<file path="src/rtl/reset_sequencer.sv">
// reset_sequencer
//   Multi-channel power-up reset sequencer. Synchronises the release of the
//   external reset to clk, then releases NUM_CH active-low reset outputs in
//   ascending order, one every 2^CNT_SIZE + 1 clocks. Channel 0 is intended
//   for clocking/infrastructure and the highest channel for the CPU core.
//
//   Build option: define RSTSEQ_SOFTRST_EN to enable the synchronous soft
//   reset. Without it, soft_rst_req is accepted but ignored and no logic is
//   built for it.
//
// Parameters
//   NUM_CH    number of reset outputs (>= 1)
//   CNT_SIZE  stretch per channel is 2^CNT_SIZE + 1 clocks (>= 1)
//
// Ports
//   clk           system clock
//   rst_in_n      external reset, async assert, active-low
//   soft_rst_req  synchronous active-high soft-reset request
//   rst_out_n     per-channel resets, async assert, sync release, active-low
//   seq_done      high once every channel has been released
//
// Phase table (derived from rst2_n and stage)
//   phase    | meaning
//   PH_SYNC  | release synchroniser still filling, counter frozen
//   PH_COUNT | stretching before releasing channel 'stage'
//   PH_DONE  | all channels released, counter parked at 0

module reset_sequencer #(
    parameter int NUM_CH   = 3,
    parameter int CNT_SIZE = 4
) (
    input  logic              clk,
    input  logic              rst_in_n,
    input  logic              soft_rst_req,
    output logic [NUM_CH-1:0] rst_out_n,
    output logic              seq_done
);

    localparam int SW = $clog2(NUM_CH + 1);
    localparam logic [SW-1:0] STAGE_LAST = SW'(NUM_CH - 1);
    localparam logic [SW-1:0] STAGE_DONE = SW'(NUM_CH);
    localparam logic [SW-1:0] STAGE_ONE  = SW'(1);
    localparam logic [CNT_SIZE:0] CNT_ONE = {{CNT_SIZE{1'b0}}, 1'b1};

    typedef enum logic [1:0] {
        PH_SYNC  = 2'd0,
        PH_COUNT = 2'd1,
        PH_DONE  = 2'd2
    } phase_t;

    phase_t            phase;
    logic              rst1_n;
    logic              rst2_n;
    logic [CNT_SIZE:0] cnt;
    logic [CNT_SIZE:0] cnt_nxt;
    logic [SW-1:0]     stage;
    logic [SW-1:0]     stage_nxt;
    logic [NUM_CH-1:0] rst_out_n_nxt;
    logic              seq_done_nxt;
    logic              soft_clr;

`ifdef RSTSEQ_SOFTRST_EN
    // Only honoured once the synchroniser has released.
    assign soft_clr = rst2_n & soft_rst_req;
`else
    logic unused_soft_rst_req;
    assign unused_soft_rst_req = soft_rst_req;
    assign soft_clr            = 1'b0;
`endif

    always_comb begin
        phase = PH_COUNT;
        if (!rst2_n) begin
            phase = PH_SYNC;
        end else if (stage >= STAGE_DONE) begin
            phase = PH_DONE;
        end
    end

    always_comb begin
        cnt_nxt       = cnt;
        stage_nxt     = stage;
        rst_out_n_nxt = rst_out_n;
        seq_done_nxt  = seq_done;
        if (soft_clr) begin
            // Soft reset beats a release due on the same edge.
            cnt_nxt       = '0;
            stage_nxt     = '0;
            rst_out_n_nxt = '0;
            seq_done_nxt  = 1'b0;
        end else begin
            case (phase)
                PH_SYNC: begin
                end
                PH_COUNT: begin
                    if (!cnt[CNT_SIZE]) begin
                        cnt_nxt = cnt + CNT_ONE;
                    end else begin
                        // Loop compare avoids indexing with the wider stage.
                        for (int i = 0; i < NUM_CH; i++) begin
                            if (stage == SW'(i)) begin
                                rst_out_n_nxt[i] = 1'b1;
                            end
                        end
                        cnt_nxt   = '0;
                        stage_nxt = stage + STAGE_ONE;
                        if (stage == STAGE_LAST) begin
                            seq_done_nxt = 1'b1;
                        end
                    end
                end
                PH_DONE: begin
                    cnt_nxt = '0;
                end
                default: begin
                end
            endcase
        end
    end

    always_ff @(posedge clk or negedge rst_in_n) begin
        if (!rst_in_n) begin
            rst1_n    <= 1'b0;
            rst2_n    <= 1'b0;
            cnt       <= '0;
            stage     <= '0;
            rst_out_n <= '0;
            seq_done  <= 1'b0;
        end else begin
            rst1_n    <= 1'b1;
            rst2_n    <= rst1_n;
            cnt       <= cnt_nxt;
            stage     <= stage_nxt;
            rst_out_n <= rst_out_n_nxt;
            seq_done  <= seq_done_nxt;
        end
    end

endmodule

</file>
<file path="config.mk">
export PLATFORM = sky130hd
export DESIGN_NAME = reset_sequencer
export DESIGN_NICKNAME = d
export VERILOG_FILES = /design/src/rtl/reset_sequencer.sv
export SDC_FILE = /design/constraint.sdc
export NUM_CORES = 1
export LEC_CHECK = 0
export CAP_MARGIN = 15
export CORE_AREA = 5 5 42 44
export CTS_CLUSTER_SIZE = 30
export DETAILED_ROUTE_END_ITERATION = 7
export DIE_AREA = 0 0 47 49
export GPL_ROUTABILITY_DRIVEN = 0
export PLACE_DENSITY = 0.69
export SLEW_MARGIN = 20
export SYNTH_ARGS = -nofsm -noshare
export SYNTH_HDL_FRONTEND = slang
export SYNTH_SLANG_ARGS = --single-unit
export TNS_END_PERCENT = 5
</file>
<file path="constraint.sdc">
create_clock -name clk -period 1.7 [get_ports clk]
set_clock_uncertainty 0.15 [all_clocks]
set_input_delay 0.17 -clock clk [delete_from_list [all_inputs] [get_ports clk]]
set_output_delay 0.17 -clock clk [all_outputs]
set_load 0.02 [all_outputs]
</file>
==> flow_metrics.tcl, run 1 <==
set metrics [dict create \
    pre_cts_ws_ns 0.203 \
    hold_path_class "input port to asynchronous set/reset pin" \
    synth_edf_count 0 \
    max_clock_freq_ghz 0.643 \
    wl_per_cell_um 10.5 \
    start_util 0.400 \
    setup_violations 0 \
    drt-initial-drc-count 2 \
    syn2layout_area_growth_pct 14.5 \
    die_area_mm2 0.00230 \
    endpoint_kind "primary output" \
    crit_slowest_cell "clkdlybuf4s50_1" \
    drtAntennaViolNets 0 \
    critPathRequiredTime_ns 1.38 \
    clock-root-buffer "clkbuf_4" \
    fin_crit_sh 0.915 \
    slew_headroom 0.657 \
    coreArea_mm2 0.00140 \
    status "finished clean" \
    synth_nets 54 \
    r2r_end "cnt[3]" \
    wirelength_um 724 \
    htree_levels 1 \
    synth_fa_ha_area_frac 0.112 \
    fin_area_um2 642 \
    path_clk_slew_ns 0.07 \
    p_leak_nw 0.315 \
    synth.distinct_cells 21 \
    path_class "register to primary output" \
    first_pass_iters 2 \
    ys_ff_latch 12 \
    die_w_um 47 \
    cts_hold_buf 0 \
    setup_tns_ns 0 \
    synthSimpleGateAreaFrac 0.114 \
    power.total_mw 1.03 \
    dr_total_vias 320 \
    cts_buffers 3 \
    fin_ws_ns 0.145 \
    synth_top_cell_area_share 0.536 \
    synth_top_family_by_area "compound AO/OA/AOI/OAI gates" \
    synthMuxAreaShare 0.0379 \
    start_kind "register" \
    grt_pass1_vias 341 \
    grt_max_degree 13 \
    antenna_found_initial 0 \
    cts_setup_buffers 0 \
    vdd_drop_max_mv 0.702 \
    grt_pass1_wl_um 1370 \
    synthTopCellsByCount "12 x dfrtp_1, 5 x ha_1, 4 x inv_1, 4 x nand3_1, 3 x a21o_1" \
    clockBufferDepth 2 \
    hold_viol 0 \
    syn_inst 46 \
    fillCellCount 135 \
    period_needed_ns 1.56 \
    synth_xor_area_frac 0.0156 \
    grt_util_all_layers 0.0843 \
    dpl_cell_area_um2 619 \
    r2r_cells 4 \
    crit_family "buffers and inverters" \
    yosys_warnings 0 \
    routed_via_density 4.64 \
    cp_data_arrival_time_ns 1.24 \
    yosysMostFrequentCell "dfrtp_1" \
    die_y_um 49 \
    synthArstFlopShare 1.00 \
    postSynthAreaPerCell_um2 12.2 \
    diodes 0 \
    fin_cells 69 \
    critPathBufInv 1 \
    port_buffers 5 \
    cts_resized 0 \
    hpwl_um 574 \
    overflow 0 \
    drv_cap 0 \
    tritoncts "built" \
    grt_setup_unrepaired "false" \
    ys.flop_type "dfrtp_1" \
    rows 14 \
    num_io_pins 7 \
    critPathMaxFanout 3 \
    cts.sinks 12 \
    worstMarginPinSlew_ns 0.513 \
    synthTopCellsByArea "dfrtp_1 54%, ha_1 11%, a21o_1 4.0%, nand3_1 3.6%, o311ai_2 2.9%" \
    synth-compound-area-share 0.118 \
    clock_latency_ns 0.26 \
    r2r_slack_ns 0.20 \
    yosysTopAreaCell "dfrtp_1" \
    yosysSeqAreaShare 0.536 \
    synthesis.area_um2 561 \
    drive_gt1_frac 0.170 \
    dp_cells 66 \
    nets 63 \
    r2r_start "stage[0]" \
    route.detailed.drc 0 \
    drv_slew 0 \
    power_density_mw_per_mm2 1600 \
    worstPathCellList "clkdlybuf4s50_1" \
    critical-path-max-stage-delay_ns 0.61 \
    cp-startpoint "seq_done" \
]
kinds of logic after synthesis:
logic type,Yosys count
DFF,12
and+or+nand+nor,11
AOI/OAI and AO/OA,8
buffers and inverters,6
adders and majority gates,5
muxes,2
other,1
xor gates and xnor gates,1
worst max-delay path by stage:
| stage | slack [ns] | cells after the start | endpoint |
|---|---|---|---|
| after floorplan | 0.30 | 3 | stage[1] |
| after global placement | 0.23 | 4 | cnt[3] |
| after detailed placement | 0.20 | 4 | cnt[3] |
| after CTS | 0.12 | 1 | rst_out_n[2] |
| after global routing | 0.06 | 1 | seq_done |
| final | 0.14 | 1 | rst_out_n[2] |
flip-flops by register name (all words and copies together), names as in the netlist:
signal     flops
stage          2
rst1_n         1
rst2_n         1
rst_out_n      2
cnt            5
seq_done       1
final cells by class:
class,count,area [µm²],share of cell area
inverter,4,15.0,0.0234
tap,16,20.0,0.0312
timing repair buffer,6,57.6,0.0897
clock buffer,3,22.5,0.0351
sequential,12,300,0.468
multi-input combinational,28,226,0.353
placed cells by master (no fill, tap or decap), drive strengths merged, types with 2 or more instances in the layout:
master and count:
dfrtp 12, ha 5, clkdlybuf4s50 5, inv 4
nand3 4, nand2 4, a21o 3, clkbuf 3
nor2 2
through the flow:
stage                     hold WS [ns]  utilization
after global routing             0.128        0.458
after CTS                        0.115        0.458
after floorplan                 -0.276            -
after global placement           0.185        0.442
after detailed placement         0.196        0.442
final                           0.0959        0.458
routing by layer:
metal,up-vias,track usage,wire length [µm]
li1,172,-,-
met1,142,0.108,349
met2,4,0.113,340
met3,2,0.0332,21
met4,0,0.0553,13
met5,-,0,0
power breakdown:
part / internal, mW / switching (mW) / total, mW
clock: 0.0818 / 0.0825 / 0.164
sequential: 0.386 / 0.0851 / 0.471
combinational: 0.194 / 0.196 / 0.391
Note: power is estimated with default switching activity, not from simulation.
==> run 2: changes to the inputs <==
Settings changed: SKIP_LAST_GASP set to 1.
==> results of run 2 <==
No change in the layout: final DEF, timing and power equal those of run 1.
